==> src/rtl/adsr_pkg.sv <==
// ADSR envelope shared definitions: stage codes,
// Q1.15 gain limits and default envelope shape.
package adsr_pkg;

   typedef enum logic [2:0] {
      S_IDLE    = 3'd0,
      S_ATTACK  = 3'd1,
      S_DECAY   = 3'd2,
      S_SUSTAIN = 3'd3,
      S_RELEASE = 3'd4
   } stage_t;

   localparam logic [15:0] GAIN_MAX  = 16'h7FFF;
   localparam logic [15:0] GAIN_ZERO = 16'h0000;

   localparam logic [15:0] DEF_ATTACK_STEP   = 16'd64;
   localparam logic [15:0] DEF_DECAY_STEP    = 16'd16;
   localparam logic [15:0] DEF_SUSTAIN_LEVEL = 16'h4000;
   localparam logic [15:0] DEF_RELEASE_STEP  = 16'd8;

endpackage

==> src/rtl/adsr_sequencer_if.sv <==
// Note events, sample strobe and enveloped output
// bundle between the sequencer and its driver.
interface adsr_sequencer_if;
   logic        note_on;
   logic        note_off;
   logic        in_ready;
   logic [15:0] pre_sample_in;
   logic [15:0] sample_out;
   logic        out_valid;
   logic [15:0] gain;
   logic [2:0]  stage;
   logic        busy;

   modport master (
      output note_on, note_off, in_ready, pre_sample_in,
      input  sample_out, out_valid, gain, stage, busy
   );

   modport slave (
      input  note_on, note_off, in_ready, pre_sample_in,
      output sample_out, out_valid, gain, stage, busy
   );
endinterface

==> src/rtl/adsr_gain_mult.sv <==
// Registered signed sample times unsigned Q1.15 gain,
// with a one-cycle valid pulse per sample strobe.
module adsr_gain_mult (
   input  logic               clk,
   input  logic               reset,
   input  logic               in_ready,
   input  logic signed [15:0] pre_sample_in,
   input  logic        [15:0] gain,
   output logic signed [15:0] sample_out,
   output logic               out_valid
);

   logic signed [31:0] prod;

   assign prod = pre_sample_in * $signed({1'b0, gain});

   always_ff @(posedge clk or negedge reset) begin
      if (!reset) begin
         sample_out <= '0;
         out_valid  <= 1'b0;
      end else begin
         out_valid <= in_ready;
         if (in_ready)
            sample_out <= 16'(prod >>> 15);
      end
   end

endmodule

==> src/rtl/adsr_sequencer.sv <==
// ADSR envelope FSM and gain register; the gain scales
// each strobed oscillator sample through adsr_gain_mult.
module adsr_sequencer
   import adsr_pkg::*;
#(
   parameter logic [15:0] ATTACK_STEP   = DEF_ATTACK_STEP,
   parameter logic [15:0] DECAY_STEP    = DEF_DECAY_STEP,
   parameter logic [15:0] SUSTAIN_LEVEL = DEF_SUSTAIN_LEVEL,
   parameter logic [15:0] RELEASE_STEP  = DEF_RELEASE_STEP
) (
   input logic               clk,
   input logic               reset,
   adsr_sequencer_if.slave   bus
);

   stage_t             state_q, state_d;
   logic        [15:0] gain_q, gain_d;
   logic        [16:0] att_sum;
   logic signed [16:0] dec_diff;

   assign att_sum  = {1'b0, gain_q} + {1'b0, ATTACK_STEP};
   assign dec_diff = $signed({1'b0, gain_q})
                   - $signed({1'b0, DECAY_STEP});

   always_ff @(posedge clk or negedge reset) begin
      if (!reset) begin
         state_q <= S_IDLE;
         gain_q  <= GAIN_ZERO;
      end else begin
         state_q <= state_d;
         gain_q  <= gain_d;
      end
   end

   // Note events only change state; steps need a quiet strobe.
   always_comb begin
      state_d = state_q;
      gain_d  = gain_q;
      if (bus.note_on) begin
         state_d = S_ATTACK;
      end else if (bus.note_off) begin
         if (state_q inside {S_ATTACK, S_DECAY, S_SUSTAIN})
            state_d = S_RELEASE;
      end else if (bus.in_ready) begin
         case (state_q)
            S_IDLE: gain_d = GAIN_ZERO;
            S_ATTACK: begin
               if (att_sum >= {1'b0, GAIN_MAX}) begin
                  gain_d  = GAIN_MAX;
                  state_d = S_DECAY;
               end else begin
                  gain_d = att_sum[15:0];
               end
            end
            S_DECAY: begin
               if (dec_diff <= $signed({1'b0, SUSTAIN_LEVEL})) begin
                  gain_d  = SUSTAIN_LEVEL;
                  state_d = S_SUSTAIN;
               end else begin
                  gain_d = dec_diff[15:0];
               end
            end
            S_SUSTAIN: gain_d = SUSTAIN_LEVEL;
            S_RELEASE: begin
               if (gain_q <= RELEASE_STEP) begin
                  gain_d  = GAIN_ZERO;
                  state_d = S_IDLE;
               end else begin
                  gain_d = gain_q - RELEASE_STEP;
               end
            end
            default: begin
               gain_d  = GAIN_ZERO;
               state_d = S_IDLE;
            end
         endcase
      end
   end

   assign bus.gain  = gain_q;
   assign bus.stage = state_q;
   assign bus.busy  = (state_q != S_IDLE);

   adsr_gain_mult u_mult (
      .clk           (clk),
      .reset         (reset),
      .in_ready      (bus.in_ready),
      .pre_sample_in (bus.pre_sample_in),
      .gain          (gain_q),
      .sample_out    (bus.sample_out),
      .out_valid     (bus.out_valid)
   );

endmodule

==> src/flat_wrapper.sv <==
// flat-port wrapper written by rule: the top's interface ports become plain ports
module adsr_sequencer_flat import adsr_pkg::*;
#(
   parameter logic [15:0] ATTACK_STEP   = DEF_ATTACK_STEP,
   parameter logic [15:0] DECAY_STEP    = DEF_DECAY_STEP,
   parameter logic [15:0] SUSTAIN_LEVEL = DEF_SUSTAIN_LEVEL,
   parameter logic [15:0] RELEASE_STEP  = DEF_RELEASE_STEP
)
  (clk, reset, bus_note_on, bus_note_off, bus_in_ready, bus_pre_sample_in, bus_sample_out, bus_out_valid, bus_gain, bus_stage, bus_busy);
  adsr_sequencer_if bus_i ();
  input logic clk;
  input logic reset;
  input wire logic [$bits(bus_i.note_on)-1:0] bus_note_on;
  input wire logic [$bits(bus_i.note_off)-1:0] bus_note_off;
  input wire logic [$bits(bus_i.in_ready)-1:0] bus_in_ready;
  input wire logic [$bits(bus_i.pre_sample_in)-1:0] bus_pre_sample_in;
  output wire logic [$bits(bus_i.sample_out)-1:0] bus_sample_out;
  output wire logic [$bits(bus_i.out_valid)-1:0] bus_out_valid;
  output wire logic [$bits(bus_i.gain)-1:0] bus_gain;
  output wire logic [$bits(bus_i.stage)-1:0] bus_stage;
  output wire logic [$bits(bus_i.busy)-1:0] bus_busy;
  assign bus_i.note_on = bus_note_on;
  assign bus_i.note_off = bus_note_off;
  assign bus_i.in_ready = bus_in_ready;
  assign bus_i.pre_sample_in = bus_pre_sample_in;
  assign bus_sample_out = bus_i.sample_out;
  assign bus_out_valid = bus_i.out_valid;
  assign bus_gain = bus_i.gain;
  assign bus_stage = bus_i.stage;
  assign bus_busy = bus_i.busy;
  adsr_sequencer #(.ATTACK_STEP(ATTACK_STEP), .DECAY_STEP(DECAY_STEP), .SUSTAIN_LEVEL(SUSTAIN_LEVEL), .RELEASE_STEP(RELEASE_STEP)) u_core (.clk(clk), .reset(reset), .bus(bus_i));
endmodule
==> config.mk <==
export PLATFORM = sky130hd
export DESIGN_NAME = adsr_sequencer_flat
export DESIGN_NICKNAME = d
export VERILOG_FILES = /design/src/rtl/adsr_pkg.sv /design/src/rtl/adsr_sequencer_if.sv /design/src/rtl/adsr_gain_mult.sv /design/src/rtl/adsr_sequencer.sv /design/src/flat_wrapper.sv
export SDC_FILE = /design/constraint.sdc
export NUM_CORES = 1
export LEC_CHECK = 0
export BUFFER_PORTS_ARGS = -buffer_cell sky130_fd_sc_hd__buf_4
export CAP_MARGIN = 10
export CORE_ASPECT_RATIO = 0.7
export CORE_UTILIZATION = 40
export CTS_CLUSTER_SIZE = 24
export DETAILED_ROUTE_END_ITERATION = 16
export GPL_TIMING_DRIVEN = 0
export PLACE_DENSITY = 0.59
export RECOVER_POWER = 25
export SYNTH_ARGS = -nofsm -noshare
export SYNTH_HDL_FRONTEND = slang
export SYNTH_HIERARCHICAL = 1
export SYNTH_SLANG_ARGS = --single-unit
==> constraint.sdc <==
create_clock -name clk -period 5.7 [get_ports clk]
set_clock_uncertainty 0.15 [all_clocks]
set_input_delay 1.425 -clock clk [delete_from_list [all_inputs] [get_ports clk]]
set_output_delay 1.425 -clock clk [all_outputs]
set_load 0.005 [all_outputs]
[Word-level counts from Yosys, hierarchy flattened]
Index checks and enable logic that the tools add are counted.
Storage, ports and cells
  flip-flop bits (word level): 36
  output and inout bits: 37
  input bits: 21
  word-level logic and storage cells: 41
Operators by class
  $add $sub $neg: 3
  bitwise gates (word level): 2
  multiplexer cells: 12
  reduce and logical (&&, ||, !) cells: 7
  multipliers: 1
  equal/unequal tests: 9
  magnitude comparators: 3
Operators by type and width (number)
  $pmux W16 S4: 1
  $mux W16: 3
  $mul A16 B17 Y31: 1
  $mux W3: 7
  $add A16 B7 Y17 const B: 1
  $ge A17 B15 Y1 const B: 1
  $le A17 B16 Y1 const B: 1
  $sub A16 B5 Y17 const B: 1
  $le A16 B4 Y1 const B: 1
  $sub A16 B4 Y16 const B: 1
  $pmux W3 S4: 1
  $reduce_bool A3 Y1: 3
  $ne A4 B4 Y1 const B: 2
  $eq A3 B2 Y1 const B: 2
  $reduce_and A6 Y1: 1
  $ne A4 B3 Y1 const B: 1
  $eq A3 B1 Y1 const B: 1
  $eq A3 B3 Y1 const B: 1
  $logic_not A3 Y1: 1
  $ne A3 B1 Y1 const B: 1
  $ne A3 B2 Y1 const B: 1
  $reduce_and A3 Y1: 1
  $not A1 Y1: 2
  $reduce_or A2 Y1: 1

[Logic depth before layout (Yosys ltp)]
Gate-level depths: netlist of run 1.
  word-level depth: 7
  mapped depth: 23
  gate-level depth less buffers: 21

[Modules after synthesis]
Netlist of run 1, hierarchy kept.
By module, submodules not included
  adsr_gain_mult: area an instance 9090.0 um^2, cells an instance 1021, instances 1
  adsr_sequencer: area an instance 2045.7 um^2, cells an instance 258, instances 1

[Worst setup path before layout of run 1]
OpenSTA, ideal clock, no wires.
  kind: input port to flip-flop
  start point: input bus_pre_sample_in[14]
  end point: register u_core.u_mult.sample_out[12]
  path buffers: 2
  path slack: -1.262 ns
  arrival time: 6.679 ns
  cell stages on the path: 19
  data required time: 5.417 ns
  setup time: 0.133 ns
  cell sequence: clkbuf_1 nand2_1 fa_1 fa_1 inv_1 fa_1 fa_1 fa_1 inv_1 fa_1 inv_1 ha_1 clkbuf_1 and3_1 o22ai_1 a21o_1 or4_1 or3b_1 o211ai_1
On the way
  longest elaborated chain between the ends: 1
Ends and longest elaborated chain
  start, declared: RTL line flat_wrapper.sv:16  | input wire logic [$bits(bus_i.pre_sample_in)-1:0] bus_pre_sample_in;
  $mul A16 B17 Y31: RTL line adsr_gain_mult.sv:15  | assign prod = pre_sample_in * $signed({1'b0, gain});
  end signal, assigned: RTL line adsr_gain_mult.sv:24  | sample_out <= 16'(prod >>> 15);
  end, declared: RTL line adsr_gain_mult.sv:9  | output logic signed [15:0] sample_out,
Every way passes these cells.
A chain may end at the register's enable or synchronous reset.

[Worst setup path after layout of run 1]
  start point: input bus_pre_sample_in[4]
  end point: register u_core.u_mult.sample_out[14]
Same word-level chain as after synthesis.

==> out/metrics.csv, run 1 <==
metric,value,unit
period_needed,6800,ps
htree_num_levels,2,
tightest_slew,2180,ps
top_layer_used,met4,
synth_common_cells,"inv_1, fa_1, nand2_1",
hold_viol_final,0,
grt-ovfl-total,0,
wl_met1,16100,um
grt_pass1_wl,53200,um
endpoint,u_core/u_mult/sample_out[14],
clk_transition_reported_paths,60,ps
fp.dieW,201,um
slew_headroom,-0.451,
path_common_cell,fa_1,
r2r-start,u_core/bus.gain[9],
io_pins,58,
synth_ff_type,dfrtp_1,
first_pass_iters,5,
r2r-end,u_core/u_mult/sample_out[14],
fillers,2607,
drive_gt1_frac,0.193,
synth-seq-area-share,0.0764,
cts_sinks,34,
max_stage_delay,550,ps
fmax,0.147,GHz
nNetsFinal,1718,
timing.final.ws_setup,-1100,ps
dieArea,0.0285,sq mm
grt_start_max_net_pins,35,
ant_nets,0,
end_kind,flip-flop,
synthArstFlopShare,1.00,
crit_start,bus_pre_sample_in[4],
setup_viol,16,
cts_hold_buf,0,
area_growth,20.7,%
wl_met2,14000,um
drv_cap,1,
syn_nets,1611,
report.final.slew_viol_count,35,
arrival,6820,ps
fp-row-count,50,
crit_type,primary input to flip-flop,
cts_tree,done,
vias,9383,
place_congestion,0.941,
syn_avg_cell_area,8.71,sq um
cts_buffers,5,
die_h,142,um
r2r_cells,20,
place_hpwl,27200,um
antenna_found_initial,1,
status,finished with violations,
rsz0062_at_grt,true,
diodes,0,
grt_use_total,0.243,
synth_cell_types,80,
crit_path_start_kind,primary input,
synth_cells,1279,
cts_buffer_depth,2,
vias_per_cell,5.36,
portBuffers,57,
route.met3.wl,3170,um
synth_edf_count,0,
synth_warnings,6,
grt_pass1_vias,9460,
crit_required,5730,ps
cpMaxStageDelayCell,fa_2,
insertion_delay,290,ps
synth_top_area_share,0.347,
wl_per_cell,19.2,um
syn_area,0.0111,sq mm
cts_root_buffer,clkbuf_16,
path_cells,buf_12 -> clkbuf_16 -> and2_1 -> fa_1 -> inv_1 -> fa_1 -> fa_2 -> inv_2 -> fa_2 -> fa_1 -> inv_1 -> fa_1 -> inv_2 -> ha_4 -> and4_4 -> and4_4 -> a32oi_4 -> buf_6 -> o21ai_4 -> a31oi_4 -> xnor2_2 -> mux2_4,
drc_errors,0,
tns,-14620,ps
ys_top_cells_by_area,"fa_1, ha_1, inv_1",
ys_ff_latch,34,
yosysMostFrequentCell,inv_1,
fp.coreArea,0.0270,sq mm
routed_wl,33700,um
drt_iter0_markers,672,
yosysTopAreaCell,fa_1,
path_max_fanout,6,
regToRegSetupSlack,-1020,ps
finalCritPeriodShare,1.19,
violations,"capacitance limit, slew limit, setup timing",
start_util,0.412,
worstHoldPathType,flip-flop to flip-flop,
## critical path, delay by kind of cell
family          cells  cell delay, ps
fa+ha+maj           7            3220
buf+inv             7             610
simple gates        3             590
compound gates      3             550
mux                 1             260
xor+xnor            1             160
## sequential cells by signal, summed over array words and instances, names as in the netlist
register                  flops
u_core/bus.gain              14
u_core/bus.stage              3
u_core/u_mult/out_valid       1
u_core/u_mult/sample_out     16
## cells by family (layout without fill, tap and decap cells)
kind of cell,after synthesis,after routing,share of synthesized area
DFF,34,34,0.0764
AOI/OAI and AO/OA,162,162,0.105
buffers and inverters,297,405,0.106
xor gates and xnor gates,29,29,0.0228
muxes,13,13,0.0130
adders and majority gates,311,311,0.480
and+or+nand+nor,433,433,0.198
## worst min-delay path by stage
stage,end,slack [ps],from,depth (start not counted)
floorplan,u_core/u_mult/sample_out[13],340,u_core/u_mult/sample_out[13],2
global placement,u_core/u_mult/sample_out[0],350,u_core/u_mult/sample_out[0],1
detailed placement,u_core/u_mult/sample_out[13],350,u_core/u_mult/sample_out[13],2
CTS,u_core/u_mult/sample_out[13],360,u_core/u_mult/sample_out[13],2
global route,u_core/u_mult/sample_out[0],380,u_core/u_mult/sample_out[0],1
finish,u_core/u_mult/sample_out[6],360,u_core/u_mult/sample_out[6],1
## metal layers
metal | track usage | vias to the layer above
met5 | 0 | -
met4 | 0.0467 | 0
met3 | 0.0574 | 20
met2 | 0.344 | 333
met1 | 0.373 | 4733
li1 | - | 4297
## stage by stage
step	util	setup WS, ps	hold WS [ps]	cell area [sq um]	instances
floorplan	-	-924	341	11300	1279
global placement	0.453	-1660	346	12200	1700
detailed placement	0.453	-1710	345	12200	1700
CTS	0.490	-1060	364	13200	1743
global route	0.497	-1220	379	13400	1751
finish	0.497	-1100	359	13400	1751
## cell usage in the layout, fill, tap and decap left out, types with 8 or more instances in the layout
cell and instances:
a21oi_1 30, dfrtp_1 31, inv_2 11, nand2_1 171, ha_1 105, xnor2_1 20, fa_1 182, nand4_1 12
a21o_1 10, and2_1 98, o21ai_1 8, ha_4 11, buf_4 89, buf_6 17, nand3_1 16, and2_4 9
clkbuf_16 16, clkbuf_1 26, nor3_1 11, inv_1 223, nand2b_1 17, nor2_1 39, o21ai_0 16, fa_2 11
## repair_timing
action,4_1_cts,5_1_grt
endpoints found under the setup margin,16,16
setup buffers,38,9
pin swaps,64,36
resized for setup,111,43
## layout make-up
type	count	area [sq um]	share of cell area
buffer	58	544	0.0405
clock buffer	8	166	0.0124
inverter	235	887	0.0660
multi-input combinational	948	9590	0.714
sequential	34	855	0.0636
tap	364	455	0.0339
timing repair buffer	104	936	0.0697
Power of run 1 is not shown: default switching activity piles up to over one toggle a cycle in this logic, so the estimate is an artifact.
==> inputs of run 2 (changes only) <==
--- a/config.mk
+++ b/config.mk
@@ -5,14 +5,15 @@
 export SDC_FILE = /design/constraint.sdc
 export NUM_CORES = 1
 export LEC_CHECK = 0
+export ABC_AREA = 1
 export BUFFER_PORTS_ARGS = -buffer_cell sky130_fd_sc_hd__buf_4
 export CAP_MARGIN = 10
 export CORE_ASPECT_RATIO = 0.7
-export CORE_UTILIZATION = 40
+export CORE_UTILIZATION = 45
 export CTS_CLUSTER_SIZE = 24
 export DETAILED_ROUTE_END_ITERATION = 16
 export GPL_TIMING_DRIVEN = 0
-export PLACE_DENSITY = 0.59
+export PLACE_DENSITY = 0.65
 export RECOVER_POWER = 25
 export SYNTH_ARGS = -nofsm -noshare
 export SYNTH_HDL_FRONTEND = slang
==> run 2 against run 1 <==
The run still ends with capacitance limit, slew limit, setup timing left. Critical endpoint is now u_core/u_mult/sample_out[13]. Via count is 20% higher. Largest cell class unchanged. Core utilization is 5.4 points higher. Clock-buffer cell count is 3 lower. Final cell count is 26% higher.
==> out/metrics.csv, run 2 <==
metric,value,unit
status,finished with violations,
violations,"capacitance limit, slew limit, setup timing",
period_needed,6290,ps
report.final.slew_viol_count,35,
crit_type,primary input to flip-flop,
clk_transition_reported_paths,50,ps
wl_per_cell,16.9,um
drt_iter0_markers,1024,
synthArstFlopShare,1.00,
ys_ff_latch,34,
nNetsFinal,2179,
cts_tree,done,
yosysMostFrequentCell,nand2_1,
final_util,0.551,
grt_use_total,0.286,
diodes,0,
grt_pass1_vias,11100,
fp.coreArea,0.0267,sq mm
yosysTopAreaCell,fa_1,
cts_hold_buf,0,
setup_viol,16,
drv_cap,1,
use_met2,0.407,
regMostFlops,u_core/u_mult/sample_out,
cts_buffer_depth,2,
routed_wl,37400,um
syn_nets,2086,
synth-seq-area-share,0.0697,
synth_common_cells,"nand2_1, inv_1, fa_1",
area_growth,20.7,%
top_usage_layer,met1,
portBuffers,44,
place_hpwl,30000,um
fp-row-count,50,
fp.dieW,199,um
dieArea,0.0278,sq mm
start_util,0.457,
fin_area,0.0147,sq mm
ant_nets,0,
fin_hold_ws,336,ps
largest_register_ffs,16,
seq_area,855,sq um
synth_cells,1754,
tightest_slew,1940,ps
max_stage_delay,590,ps
worstHoldPathType,flip-flop to flip-flop,
cts_sinks,34,
ys_top_cells_by_area,"fa_1, nand2_1, inv_1",
htree_num_levels,2,
hold_viol_final,0,
antenna_found_initial,0,
fillers,2560,
cts_root_buffer,clkbuf_16,
fmax,0.159,GHz
synth_ff_type,dfrtp_1,
grt_start_max_net_pins,35,
most-common-layout-cells,"nand2_1, inv_1, fa_1",
io_pins,58,
path_max_fanout,6,
rsz0062_at_grt,true,
use_met3,0.0591,
insertion_delay,300,ps
die_h,140,um
crit_path_start_kind,primary input,
vias_per_cell,5.07,
vias,11200,
synth_edf_count,0,
r2r-start,u_core/bus.gain[12],
pre_cts_ws,-1250,ps
mostFrequentLayoutCell,nand2_1,
multiInputGateArea,0.00993,sq mm
crit_start,bus_pre_sample_in[15],
grt_pass1_wl,60400,um
slew_headroom,-0.293,
first_pass_iters,5,
hold_path_startpoint,u_core/u_mult/sample_out[14],
placed_area,0.0135,sq mm
synth_cell_types,42,
finalCritPeriodShare,1.10,
syn_avg_cell_area,6.96,sq um
synth_warnings,6,
synth_top_area_share,0.317,
cts_buffers,5,
grt-ovfl-total,0,
cpMaxStageDelayCell,fa_2,
crit_required,5740,ps
end_kind,flip-flop,
drive_gt1_frac,0.213,
syn_area,0.0122,sq mm
path_cells,buf_6 -> clkinvlp_4 -> buf_12 -> or2_4 -> fa_1 -> fa_2 -> inv_2 -> fa_1 -> fa_2 -> fa_1 -> inv_2 -> fa_2 -> inv_2 -> ha_4 -> nand2_4 -> nor2_4 -> and2_4 -> nand2_2 -> o21bai_4 -> nand2_1 -> nand2_1 -> nand3_2 -> nand2_1,
arrival,6320,ps
grtUsageMet1,0.440,
drc_errors,0,
place_congestion,0.961,
timing.final.ws_setup,-587,ps
## run 2: changes by cell type after synthesis, sizes merged, moves of 10 or more
cell / before / now
nand2b: 17 / 0
xor2: 7 / 17
a21oi: 37 / 24
xnor2: 22 / 4
o21ai: 31 / 13
nand2: 178 / 577
inv: 234 / 473
nor2: 41 / 90
and2: 107 / 2
nand3: 17 / 74
a21o: 12 / 0
## run 2: cells by family (layout without fill, tap and decap cells)
family / Yosys count / count (layout) / share of synthesized area
and+or+nand+nor: 792 / 792 / 0.275
buffers and inverters: 543 / 637 / 0.175
adders and majority gates: 311 / 311 / 0.438
AOI/OAI and AO/OA: 53 / 53 / 0.0274
DFF: 34 / 34 / 0.0697
xor gates and xnor gates: 21 / 21 / 0.0151
## run 2: cell type report
class,instances,area share
buffer,68,0.0577
clock buffer,5,0.00850
clock inverter,3,0.00272
inverter,475,0.122
multi-input combinational,1177,0.674
sequential,34,0.0580
tap,364,0.0309
timing repair buffer,86,0.0461
## run 2: metal layers
metal | vias to the layer above | part of all wire
li1 | 5242 | -
met1 | 5401 | 0.47
met2 | 528 | 0.41
met3 | 50 | 0.11
met4 | 0 | 0.017
met5 | - | 0
## run 2: final timing paths
check	endpoint	slack [ps]	cells past startpoint
worst max-delay path	u_core/u_mult/sample_out[13]	-590	23
worst min-delay path	u_core/u_mult/sample_out[14]	340	2
worst max register to register	u_core/u_mult/sample_out[15]	-480	22
worst min register to register	u_core/u_mult/sample_out[14]	340	2
max in group asynchronous	u_core/bus.gain[9]	2620	1
min in group asynchronous	u_core/u_mult/sample_out[2]	1510	1
## run 2: repair_timing
item | CTS | global route
endpoints found under the setup margin | 16 | 16
hold endpoints to repair | 0 | 0
resized for setup | 138 | 63
pin swaps | 101 | 58
buffers inserted | 33 | 9
## run 2: per-stage QoR
stage,setup TNS (ps),instances
3_3_place_gp,-17750,2162
6_report,-8470,2212
5_1_grt,-10720,2212
3_5_place_dp,-18110,2162
4_1_cts,-7430,2203
2_1_floorplan,-6170,1754
## run 2: critical path: cells and delay by family
family          cells  cell delay (ps)
fa+ha+maj           7             3380
buf+inv             6              480
simple gates        9              880
compound gates      1              170
Power of run 2 is left out for the same reason.
==> inputs of run 3 (changes only) <==
--- a/config.mk
+++ b/config.mk
@@ -13,7 +13,7 @@
 export CTS_CLUSTER_SIZE = 24
 export DETAILED_ROUTE_END_ITERATION = 16
 export GPL_TIMING_DRIVEN = 0
-export PLACE_DENSITY = 0.65
+export PLACE_DENSITY = 0.62
 export RECOVER_POWER = 25
 export SYNTH_ARGS = -nofsm -noshare
 export SYNTH_HDL_FRONTEND = slang
==> constraint.sdc (replaced) <==
create_clock -name clk -period 8.15 [get_ports clk]
set_clock_uncertainty 0.15 [all_clocks]
set_input_delay 2.0375 -clock clk [delete_from_list [all_inputs] [get_ports clk]]
set_output_delay 2.0375 -clock clk [all_outputs]
set_load 0.005 [all_outputs]
==> run 3 against run 2 <==
The flow finishes with violations (capacitance limit, slew limit). Core utilization is 5.8 points lower. Register-to-register slack improved by 1400 ps. Setup slack gained 780 ps. Clock-buffer cell count did not move. Final cell count decreased by 1.9%. Critical endpoint is now u_core/u_mult/sample_out[7].
==> out/metrics.csv, run 3 (synthesis gave the netlist of run 2 again) <==
metric,value,unit
nNetsFinal,2137,
end_kind,flip-flop,
crit_required,8190,ps
grt_start_max_net_pins,35,
tightest_slew,2150,ps
final_util,0.493,
period_needed,7950,ps
place_congestion,0.958,
grt_use_total,0.272,
drive_gt1_frac,0.0775,
fmax,0.126,GHz
vias_per_cell,4.98,
worstHoldPathType,flip-flop to flip-flop,
cts_root_buffer,clkbuf_16,
first_pass_iters,7,
most-common-layout-cells,"nand2_1, inv_1, fa_1",
grt_pass1_vias,10300,
area_growth,8.01,%
cts_sinks,34,
dieArea,0.0278,sq mm
hold_viol_final,0,
max_stage_delay,570,ps
path_max_fanout,10,
mostFrequentLayoutCell,nand2_1,
grt-ovfl-total,0,
report.final.slew_viol_count,35,
largest_register_ffs,16,
slew_headroom,-0.433,
drc_errors,0,
fin_hold_ws,332,ps
crit_buf_inv,5,
io_pins,58,
ant_nets,0,
violations,"capacitance limit, slew limit",
cts_buffer_depth,2,
finalCritPeriodShare,0.976,
grt_pass1_wl,57000,um
setup_viol,0,
pre_cts_ws,-81.0,ps
htree_num_levels,2,
crit_path_start_kind,primary input,
placed_cells,2162,
fp-row-count,50,
drt_iter0_markers,854,
path_cells,clkbuf_1 -> clkbuf_1 -> nand2_1 -> fa_1 -> fa_1 -> inv_1 -> fa_1 -> fa_1 -> fa_1 -> inv_1 -> fa_1 -> inv_1 -> ha_1 -> nand2_1 -> nor2_1 -> nand2_1 -> nor2_1 -> nand3_1 -> nand3_1 -> nand2_1 -> nand3_1 -> nand2_1,
instances_no_fill,2170,
die_h,140,um
clk_transition_reported_paths,70,ps
fp.dieW,199,um
cts_tree,done,
regToRegSetupSlack,910,ps
timing.final.ws_setup,198,ps
wl_per_cell,16.7,um
cpMaxStageDelayCell,clkbuf_1,
postCtsSetupBuffers,0,
status,finished with violations,
crit_type,primary input to flip-flop,
regMostFlops,u_core/u_mult/sample_out,
insertion_delay,300,ps
portBuffers,44,
fp.coreArea,0.0267,sq mm
diodes,0,
arrival,7990,ps
start_util,0.457,
cts_buffers,5,
crit_family,adder cells,
rsz0062_at_grt,false,
path_common_cell,fa_1,
place_hpwl,30700,um
drv_cap,1,
vias,10800,
routed_wl,36200,um
antenna_found_initial,0,
-- run 3: cell count changes in the layout (fill, tap and decap cells not counted), moves of 22 or more --
cell / change
fa_2: -22
inv_2: -33
buf_4: -36
nand2_1: +53
nand2_2: -39
fa_1: +22
clkbuf_1: +37
inv_1: +35
-- run 3: worst min-delay path: cells and delay by family (launching register included) --
family / cells / cell delay [ps]
DFF: 1 / 340
and+or+nand+nor: 2 / 110
-- run 3: routing by layer --
metal | global-route usage | routed length [um] | vias to the layer above
li1 | - | - | 5166
met1 | 0.433 | 17900 | 5211
met2 | 0.368 | 14200 | 396
met3 | 0.0705 | 3720 | 28
met4 | 0.0393 | 416 | 0
met5 | 0 | 0 | -
-- run 3: layout make-up --
type / instances / area (sq um)
plain buffers: 68 / 355
clock buffers: 5 / 125
clock inverters: 3 / 68.8
fillers: 2772 / 13500
inverters: 475 / 1780
multi-input cells: 1177 / 9220
flip-flops and latches: 34 / 851
well taps: 364 / 455
repair buffers: 44 / 323
-- run 3: path summary, 6_finish.rpt --
path	startpoint	to	depth (start not counted)
hold / removal	u_core/u_mult/sample_out[14]	u_core/u_mult/sample_out[14]	2
min in group asynchronous	reset	u_core/u_mult/sample_out[14]	1
max in group asynchronous	reset	u_core/bus.gain[10]	1
setup reg to reg	u_core/bus.gain[1]	u_core/u_mult/sample_out[7]	22
setup / recovery	bus_pre_sample_in[3]	u_core/u_mult/sample_out[7]	22
hold reg to reg	u_core/u_mult/sample_out[14]	u_core/u_mult/sample_out[14]	2
-- run 3: metrics by stage --
stage	cell area, sq um	setup TNS, ps
floorplan	12200	0
global placement	13000	-19.7
detailed placement	13000	-81.0
CTS	13200	0
global route	13200	0
finish	13200	0
-- run 3: timing repair --
item / 4_1_cts / 5_1_grt
resized for setup: 0 / 8
setup endpoints to repair: 0 / 8
hold buffers: 0 / 0
Power of run 3 is left out for the same reason.
